--- config.mk ---
export PLATFORM = sky130hd
export DESIGN_NAME = axi4_burst_splitter
export DESIGN_NICKNAME = d
export VERILOG_FILES = /design/src/rtl/axi4_burst_splitter.sv
export SDC_FILE = /design/constraint.sdc
export NUM_CORES = 1
export LEC_CHECK = 0
export ABC_AREA = 1
export CAP_MARGIN = 20
export CORE_MARGIN = 3
export CORE_UTILIZATION = 45
export DETAILED_ROUTE_END_ITERATION = 10
export PLACE_DENSITY = 0.74
export SETUP_SLACK_MARGIN = 0.02
export SYNTH_ARGS = -nofsm -noshare
export SYNTH_HDL_FRONTEND = slang
export SYNTH_SLANG_ARGS = --single-unit
export TNS_END_PERCENT = 30
--- constraint.sdc ---
create_clock -name aclk -period 4.1 [get_ports aclk]
set_input_delay 0.82 -clock aclk [delete_from_list [all_inputs] [get_ports aclk]]
set_output_delay 0.82 -clock aclk [all_outputs]
set_load 0.01 [all_outputs]
--- src/rtl/axi4_burst_splitter.sv ---
// Splits a DMA request (start address, byte count) into AXI4 INCR burst commands.
// Each burst is capped by the remaining beats, MAX_BEATS and the next 4 KB boundary.
module axi4_burst_splitter #(
  parameter int unsigned ADDR_W    = 32,
  parameter int unsigned DATA_W    = 64,
  parameter int unsigned BYTES_W   = 24,
  parameter int unsigned MAX_BEATS = 256
) (
  input  logic              aclk,
  input  logic              aresetn,
  input  logic              req_valid,
  output logic              req_ready,
  input  logic [ADDR_W-1:0] req_addr,
  input  logic [BYTES_W-1:0] req_bytes,
  output logic              ax_valid,
  input  logic              ax_ready,
  output logic [ADDR_W-1:0] ax_addr,
  output logic [7:0]        ax_len,
  output logic [2:0]        ax_size,
  output logic [1:0]        ax_burst,
  output logic              ax_last,
  output logic              busy
);

  localparam int unsigned BeatB     = DATA_W / 8;
  localparam int unsigned SizeW     = $clog2(BeatB);
  localparam int unsigned RemW      = BYTES_W - SizeW;
  localparam int unsigned PageBeats = 4096 / BeatB;
  // Common width for comparing remaining beats against the page/MAX_BEATS cap.
  localparam int unsigned CmpW      = (RemW > 13) ? RemW : 13;

  typedef enum logic [0:0] {StIdle, StBurst} state_e;

  state_e            state_q, state_d;
  logic [ADDR_W-1:0] addr_q, addr_d;
  logic [RemW-1:0]   rem_q, rem_d;
  logic [RemW-1:0]   req_beats;
  logic [11:0]       page_off;
  logic [CmpW-1:0]   rem_ext, page_room, cap, burst;

  assign ax_size   = 3'(SizeW);
  assign ax_burst  = 2'b01;
  // Sub-beat bits of the byte count are dropped.
  assign req_beats = RemW'(req_bytes >> SizeW);

  // Size of the burst that would be issued from the current address.
  always_comb begin
    page_off  = addr_q[11:0];
    page_room = CmpW'(PageBeats) - CmpW'(page_off >> SizeW);
    cap       = (page_room < CmpW'(MAX_BEATS)) ? page_room : CmpW'(MAX_BEATS);
    rem_ext   = CmpW'(rem_q);
    burst     = (rem_ext < cap) ? rem_ext : cap;
  end

  // Next-state and output decode.
  always_comb begin
    state_d   = state_q;
    addr_d    = addr_q;
    rem_d     = rem_q;
    req_ready = 1'b0;
    busy      = 1'b0;
    ax_valid  = 1'b0;
    ax_addr   = '0;
    ax_len    = '0;
    ax_last   = 1'b0;
    unique case (state_q)
      StIdle: begin
        req_ready = 1'b1;
        // A zero-beat request is accepted and silently dropped.
        if (req_valid && (req_beats != '0)) begin
          addr_d  = req_addr & ~ADDR_W'(BeatB - 1);
          rem_d   = req_beats;
          state_d = StBurst;
        end
      end
      StBurst: begin
        busy     = 1'b1;
        ax_valid = 1'b1;
        ax_addr  = addr_q;
        ax_len   = 8'(burst - CmpW'(1));
        ax_last  = (rem_ext == burst);
        if (ax_ready) begin
          addr_d = addr_q + (ADDR_W'(burst) << SizeW);
          rem_d  = rem_q - RemW'(burst);
          if (ax_last) begin
            state_d = StIdle;
          end
        end
      end
      default: state_d = StIdle;
    endcase
  end

  // State registers with synchronous active-low reset.
  always_ff @(posedge aclk) begin
    if (!aresetn) begin
      state_q <= StIdle;
      addr_q  <= '0;
      rem_q   <= '0;
    end else begin
      state_q <= state_d;
      addr_q  <= addr_d;
      rem_q   <= rem_d;
    end
  end

endmodule
Yosys cells after proc, flatten, opt, wreduce, memory -nomap -nowiden
Index checks and enable logic that the tools add are counted.
Widths: inputs -> output; s select.
Word-level totals
  RAM bits: 0
  memory bits (read-only): 0
  output and inout port bits: 49
  latch bits: 0
  register bits after elaboration: 54
  memories kept: 0
  logic and storage cells: 33
Cells by class
  add/sub/neg operators: 4
  muxes and demuxes: 17
  shifts and indexed selects: 0
  equal/unequal tests: 3
  multiply operators: 0
  reductions and logical operators: 3
  bitwise gates (word level): 1
  div/mod/pow operators: 0
  order comparisons: 2
Operators with widths (count)
  $mux 32: 3
  $mux 21: 4
  $pmux 32 s2: 1
  $pmux 21 s2: 1
  $add 32x24->32: 1
  $eq 21x21->1: 1
  $lt 21x21->1: 1
  $lt 21x9->1 const B: 1
  $reduce_bool 21->1: 1
  $sub 21x21->21: 1
  $sub 10x9->11 const A: 1
  $mux 8: 1
  $sub 8x1->8 const B: 1
  $mux 1: 6
  $ne 2x2->1 const B: 2
  $pmux 1 s2: 1
  $reduce_and 2->1: 1
  $logic_and 1x1->1: 1
  $not 1->1: 1

Depth between registers and ports, before layout
Gate-level depths: netlist of run 1.
  word-level depth: 9
  depth in mapped cells: 34
  depth with buffers taken out: 34

Least setup slack after synthesis of run 1
Ideal clock, no wire load.
  path kind: register to register
  from: register addr_q[3]
  to: register rem_q[16] (netlist: rem_ext[16])
  path buffers: 0
  data arrival time: 4318 ps
  path slack: -334 ps
  required time: 3985 ps
  stages on the path, launching flop included: 32
  path through: dfxtp_1 > inv_1 > ha_1 > nand2_1 > nor2_1 > nand2_1 > o21bai_1 > nand2_2 > a21oi_1 > o21ai_0 > ha_1 > nand2_1 > nor2_1 > nor4_4 > nand2_2 > nand2_1 > nand2_1 > inv_2 > ha_1 > inv_1 > fa_1 > nand3_1 > nand2_1 > nand3_1 > nand3_1 > nand2_1 > nand3_1 > nor2_1 > xor2_1 > a21oi_1 > o21ai_0 > inv_1
On the way
  longest elaborated chain between the ends: 8
RTL lines
  start: declaration: line 35  | logic [ADDR_W-1:0] addr_q, addr_d;
  start signal: assignment: line 102  | addr_q <= addr_d;
  $sub 10x9->11 (*): line 49  | page_room = CmpW'(PageBeats) - CmpW'(page_off >> SizeW);
  $lt 21x9->1: line 50  | cap = (page_room < CmpW'(MAX_BEATS)) ? page_room : CmpW'(MAX_BEATS);
  $mux 21 (*): line 50
  $lt 21x21->1: line 52  | burst = (rem_ext < cap) ? rem_ext : cap;
  $mux 21 (*): line 52
  $sub 21x21->21 (*): line 84  | rem_d = rem_q - RemW'(burst);
  $mux 21 (*): line 82  | if (ax_ready) begin
  $pmux 21 s2 (*): line 66  | unique case (state_q)
  end signal: assignment: line 103  | rem_q <= rem_d;
  end: declaration: line 36  | logic [RemW-1:0] rem_q, rem_d;
Every way passes the cells marked *; elsewhere a longest branch is shown, timed or not. The select of a mux whose other input is x is not followed.
A chain may end at the register's enable or synchronous reset.

Worst setup path in the final report of run 1
  from: register addr_q[3]
  to: output ax_last
On the way
  longest elaborated chain between the ends: 7
RTL lines
  $sub 10x9->11 (*): line 49
  $lt 21x9->1: line 50
  $mux 21 (*): line 50
  $lt 21x21->1: line 52
  $mux 21 (*): line 52
  $eq 21x21->1 (*): line 81  | ax_last = (rem_ext == burst);
  $mux 1 (*): line 66
  end: declaration: line 21  | output logic ax_last,
Every way passes the cells marked *; elsewhere a longest branch is shown, timed or not.

==> metrics, run 1 <==
IO buf count=94; Synth async-reset ratio=0%; post-synthesis cell count=~890; first-pass GRT wire length=around 30000 um; top_reg_cell synth=dfxtp_1; fill count=between 800 and 900; top-area cell type share of the netlist area=a little under a fifth; Crit Path Category=reg -> out; vias in the first global route=around 6300; largest cells by area after synthesis=dfxtp_1 19%, nand2_1 14%, ha_1 9.5%; DR WL/cell=between 15 and 20 um; max cap viols=0; Ys Warns=0; failing checks=negative setup slack; R2R setup slack=-0.45 ns; CP required=3.28 ns; Reg2Reg Depth=34; CTS tree=built; worst stage delay on the critical path=between 0.3 and 0.4 ns; fmax=about 0.2 GHz; ANT cells=0; synthesis-stage register bit count=just over 50; worst hold endpoint=addr_q[23]; type of origin of the critical path=flip-flop; slowest CP cell=dfxtp_2; worst path arrival time=4.18 ns; Initial Util=46.5%; CP delay by family, top=simple AND/OR/NAND/NOR gates; Seq/Total Area, Yosys=19.0%; final core utilization=between 70 and 80%; post-layout min period=5.00 ns; root buffer cell=clkbuf_16; Power Density=between 400 and 500 nW/um^2; via count of the routed design=6821; EDFF count, synth=0; average vias per placed instance=5.45; buffer and inverter count on the worst path=3; VDD IR-drop max=approximately 0.2 mV; Hold Crit Start=addr_q[23]; DRC violations left=0; gr usage total=about 28%; area grow syn2layout=55.6%; 1st-pass router iterations=9; Routed Antenna Nets=0; total wire length=~20000 um; routability cong.=0.929; num rows=39; I/O pin cnt=109; clk sinks=51; Final Cycle Share=122%; RSZ-0062 raised after global routing=true; Clock Pin Slew Worst Setup and Hold Paths=0.08 ns; chip width=115 um; top-count cell post-synth=nand2_1; height of the die=roughly 120 um; antenna violations before repair=0; Initial DRC Count=584; Final WS setup=-0.904 ns; r2r endpoint=addr_q[19]; TNS Setup=-17.02 ns; worst clock skew=0.00773 ns; grt ovf=0; Setup crit end kind=output pin; Worst-Skew Late Latency=0.32 ns; cts hold-fix bufs=0; Final setup viols=50; Syn Area/Cell=6.02 um^2; # nets final=1210; Stages on worst setup path=25; dpl hpwl=~13000 um; most used cell, CP=nand2_2; cts bufs inserted=5; fraction of layout cells with a size suffix above 1=around 29%; static leakage=~4.0 nW; hold crit path type=reg -> reg; synthesized area=5380 um^2; Slew @ Worst Pin=0.676 ns; Core ar.=11600 um^2; Critical R2R Launch=addr_q[3]; area of the die=roughly 13000 um^2; Slew Limit Fails=0; Post-synth top cells=196 x nand2_1, 115 x inv_1, 97 x nor2_1; H-Tree Depth=2; Crit Path Max Fanout=5; Longest Clk Path Bufs=2; Final Hold Viols=0; largest net degree at the start of global routing=between 60 and 70; WHS Path Cells=2; post-synth top area cell=dfxtp_1; max_slew headroom=a little over half; Netlist cell types=45; status=finished with violations
[cell usage in the layout (no fill, tap or decap), drive strengths merged, types with 2 or more instances in the layout]
| cell type | synthesis | final |
|---|---|---|
| o21ai | 69 | 69 |
| o211ai | 23 | 23 |
| nor4 | 4 | 4 |
| xnor2 | 9 | 9 |
| clkdlybuf4s50 | 0 | 85 |
| dfxtp | 51 | 51 |
| nand4 | 12 | 12 |
| nand2 | 205 | 206 |
| nor3 | 10 | 10 |
| buf | 15 | 141 |
| inv | 121 | 124 |
| nand3 | 60 | 60 |
| o21bai | 6 | 6 |
| a31oi | 8 | 8 |
| nand3b | 4 | 4 |
| ha | 41 | 41 |
| a21oi | 83 | 83 |
| a21boi | 2 | 2 |
| xor2 | 15 | 15 |
| or2 | 6 | 6 |
| conb | 2 | 21 |
| a211oi | 6 | 6 |
| clkbuf | 25 | 6 |
| a21o | 5 | 5 |
| fa | 2 | 2 |
| nor2 | 101 | 101 |
[worst max path at each step]
stage	start	end	slack, ns
2_1_floorplan	addr_q[4]	ax_last	-0.1
3_3_place_gp	addr_q[4]	ax_last	-0.66
3_5_place_dp	addr_q[4]	ax_last	-0.78
4_1_cts	addr_q[4]	ax_last	-0.48
5_1_grt	addr_q[3]	ax_last	-1.08
6_report	addr_q[3]	ax_last	-0.90
[timing repair]
item | 4_1_cts | 5_1_grt
pin swaps | 43 | 60
gates cloned | 1 | 0
endpoints found under the setup margin | 44 | 55
gates resized for setup | 115 | 95
buffers inserted | 23 | 22
[state kept, by name, indices dropped and copies added, names as in the netlist]
signal,flops
addr_q,29
state_q,1
rem_ext,21
[per-layer routing]
layer	up-vias	wire length (um)	global-route usage, %
li1	3368	-	-
met1	3093	8140	34.5
met2	294	10000	48.5
met3	66	1280	4.89
met4	0	659	8.53
met5	-	0	0
[stage by stage]
stage	instance area, um^2	cells	worst slack [ns]	hold WS (ns)	total power, mW
final	8370	1251	-0.904	0.497	3.61
after global routing	8370	1251	-1.08	0.534	3.84
after CTS	7860	1232	-0.483	0.497	3.21
after detailed placement	7230	1202	-0.779	0.485	2.50
after global placement	7230	1202	-0.660	0.480	2.48
after floorplan	5590	912	-0.0992	0.463	1.78
[where the power goes]
group / internal (mW) / switching (mW) / total [mW]
Clock: 0.232 / 0.235 / 0.467
Combinational: 1.16 / 1.35 / 2.51
Sequential: 0.554 / 0.0713 / 0.625
[area by class of cell]
cell class | count | area, um^2 | share of cell area [%]
clock buffers | 5 | 125 | 1.49
well taps | 143 | 179 | 2.14
clock inverters | 3 | 25.0 | 0.299
repair buffers | 227 | 1970 | 23.5
multi-input cells | 699 | 4570 | 54.6
flip-flops and latches | 51 | 1030 | 12.3
inverters | 123 | 479 | 5.72
[worst reg2reg max path: cells and delay by family (launching register included)]
family          cells  cell delay [ns]
simple gates       15             1.36
fa+ha+maj           4             1.00
xor+xnor            1             0.12
buf+inv             7             0.73
compound gates      7             0.85
flops               1             0.34
[cell families (layout without fill, tap and decap cells)]
logic type	Yosys count	after routing	share of synthesized area, %
flip-flops	51	51	19.0
adder cells (fa/ha/maj)	43	43	10.3
AO/OA/AOI/OAI	208	208	22.2
XOR/XNOR	24	24	3.91
other	2	21	0.140
buffers and inverters	163	358	12.2
AND/OR/NAND/NOR	402	403	32.2
Power figures use the tool's default switching activity.
==> inputs of run 2 (changes only) <==
Settings changed: CAP_MARGIN 20 to 25, CORE_UTILIZATION 45 to 53, PLACE_DENSITY 0.74 to 0.82.
Clock period 4.1 ns to 5.3 ns, I/O delays scaled along.
==> run 2 against run 1 <==
  * The run now ends clean
  * Hold slack better by 0.0062 ns
  * Design area down 19%
  * Total power down 44%
  * Sequential share of layout area up 2.8 points
  * First-iteration DRC count down 27%
  * Setup slack better by 1.1 ns
  * Combinational power down 50%
  * Clock skew up 0.00089 ns
  * Critical path depth down 1
  * Cell count down 8.8%
  * Wire length down 22%
  * Critical endpoint unchanged
  * Highest routed layer unchanged
==> metrics, run 2 (synthesized netlist as in run 1, its figures left out) <==
CP required=4.24 ns; via count of the routed design=6143; Final setup viols=0; Worst-Skew Late Latency=about 0.32 ns; type of origin of the critical path=flip-flop; fmax=0.196 GHz; Clock Pin Slew Worst Setup and Hold Paths=roughly 0.12 ns; Psw=0.962 mW; P_int=1.04 mW; max reg flops=29; 1st-pass router iterations=5; area of the die=11400 um^2; CP Cell Sequence=buf_4 -> nor2_1 -> nand3_1 -> nor2_2 -> o21bai_1 -> nand2_2 -> a21oi_2 -> o21ai_1 -> ha_1 -> a21oi_1 -> nor2_1 -> a211oi_2 -> nand2_1 -> nand2_2 -> nand2_2 -> buf_6 -> nand2_1 -> nand2_4 -> ha_1 -> nand2_1 -> nor4_2 -> nand4_1 -> nor2_1 -> buf_2; commonest cells after routing, fill and taps aside=193 x nand2_1, 111 x inv_1, 94 x nor2_1, 87 x clkdlybuf4s50_1, 79 x a21oi_1; final core utilization=69.2%; Finished Layout Cells=1141; Most flops, register=addr_q; Clock power frac=13.4%; pre-CTS setup slack=about 0.075 ns; cts hold-fix bufs=0; DRC violations left=0; post-layout min period=5.11 ns; root buffer cell=clkbuf_8; Crit Path Max Fanout=7; chip width=about 110 um; fill count=946; static leakage=3.48 nW; Logic pwr share=62.2%; antenna violations before repair=0; worst stage delay on the critical path=0.35 ns; dpl hpwl=between 10000 and 15000 um; routability cong.=0.978; clk sinks=51; status=complete, no violations; fraction of layout cells with a size suffix above 1=9.33%; IO buf count=94; vias in the first global route=approximately 5600; Final Hold Viols=0; area grow syn2layout=26.4%; Routed Antenna Nets=0; slowest CP cell=dfxtp_2; WHS Path Cells=2; # nets final=1110; height of the die=107 um; worst path arrival time=4.05 ns; Longest Clk Path Bufs=2; most common cell after layout, fill and taps aside=nand2_1; num rows=36; CTS tree=built; Crit Path Category=reg -> out; hold crit path type=reg -> reg; H-Tree Depth=2; first-pass GRT wire length=25800 um; Flop pwr share=24.4%; Final Cycle Share=between 90 and 100%; Sw Ratio=48.0%; total wire length=approximately 16000 um; max cap viols=0; ANT cells=0; grt ovf=0; Slew @ Worst Pin=0.890 ns; Final WS setup=0.188 ns; gr usage total=27.0%; cts bufs inserted=5; average vias per placed instance=5.38; max_slew headroom=between 40% and 50%; I/O pin cnt=~110; Core ar.=9820 um^2; Initial DRC Count=426; placed insts=about 1100; Initial Util=a little over half; Power Density=295 nW/um^2; VDD IR-drop max=between 0.15 and 0.2 mV; largest net degree at the start of global routing=60; Slew Limit Fails=0; Reg2Reg Depth=34; DR WL/cell=13.7 um; Setup crit end kind=output pin; worst clock skew=0.00862 ns
==> run 2: changes by cell type in the layout (fill, tap and decap cells not counted), sizes merged <==
cell	previous run	this run
clkinvlp	1	0
nand2	206	205
clkinv	1	2
dlymetal6s2s	0	5
clkbuf	6	5
buf	141	35
clkdlybuf4s50	85	87
dlygate4sd2	0	1
==> run 2: timing repair <==
item | in CTS | in global routing
pin swaps | 1 | 8
endpoints found under the setup margin | 4 | 15
hold endpoints to repair | 0 | 0
gates resized for setup | 8 | 29
buffers inserted | 1 | 3
==> run 2: power by group through the flow <==
| stage | clock network, mW | registers, mW | logic (mW) |
|---|---|---|---|
| floorplan | 0 | 0.473 | 0.850 |
| global placement | 0 | 0.493 | 1.17 |
| detailed placement | 0 | 0.494 | 1.19 |
| CTS | 0.270 | 0.486 | 1.20 |
| global route | 0.286 | 0.496 | 1.40 |
| finish | 0.269 | 0.488 | 1.25 |
==> run 2: area by class of cell <==
class | instances | area [um^2] | area share, %
timing repair buffer | 128 | 1210 | 17.7
multi-input combinational | 698 | 3830 | 56.4
sequential | 51 | 1020 | 15.1
clock buffer | 5 | 68.8 | 1.01
tap | 133 | 166 | 2.45
clock inverter | 3 | 33.8 | 0.497
inverter | 123 | 464 | 6.83
==> run 2: worst paths after layout <==
check / startpoint / end / slack (ns)
worst max-delay path: addr_q[4] / ax_last / 0.19
worst min-delay path: addr_q[23] / addr_q[23] / 0.50
worst min register to register: addr_q[23] / addr_q[23] / 0.50
worst max register to register: addr_q[4] / addr_q[27] / 0.36
==> run 2: metrics by stage <==
step | cell area [um^2] | power, mW | hold WS [ns] | setup TNS (ns)
after floorplan | 5450 | 1.32 | 0.463 | 0
after global placement | 6590 | 1.66 | 0.481 | 0
after detailed placement | 6590 | 1.68 | 0.486 | 0
after CTS | 6710 | 1.96 | 0.502 | 0
after global routing | 6800 | 2.18 | 0.529 | -0.00357
final | 6800 | 2.00 | 0.503 | 0
==> run 2: worst max-delay path: cells and delay by family, from the launching register on <==
| family | cells | cell delay, ns |
|---|---|---|
| flops | 1 | 0.35 |
| compound gates | 5 | 0.56 |
| fa+ha+maj | 2 | 0.59 |
| simple gates | 14 | 1.80 |
| buf+inv | 3 | 0.43 |
==> run 2: metal layers <==
metal	track usage, %	vias to the layer above	part of all wire, %
li1	-	3149	-
met1	38.4	2739	47
met2	43.5	227	45
met3	3.67	28	6.8
met4	6.30	0	1.5
met5	0	-	0
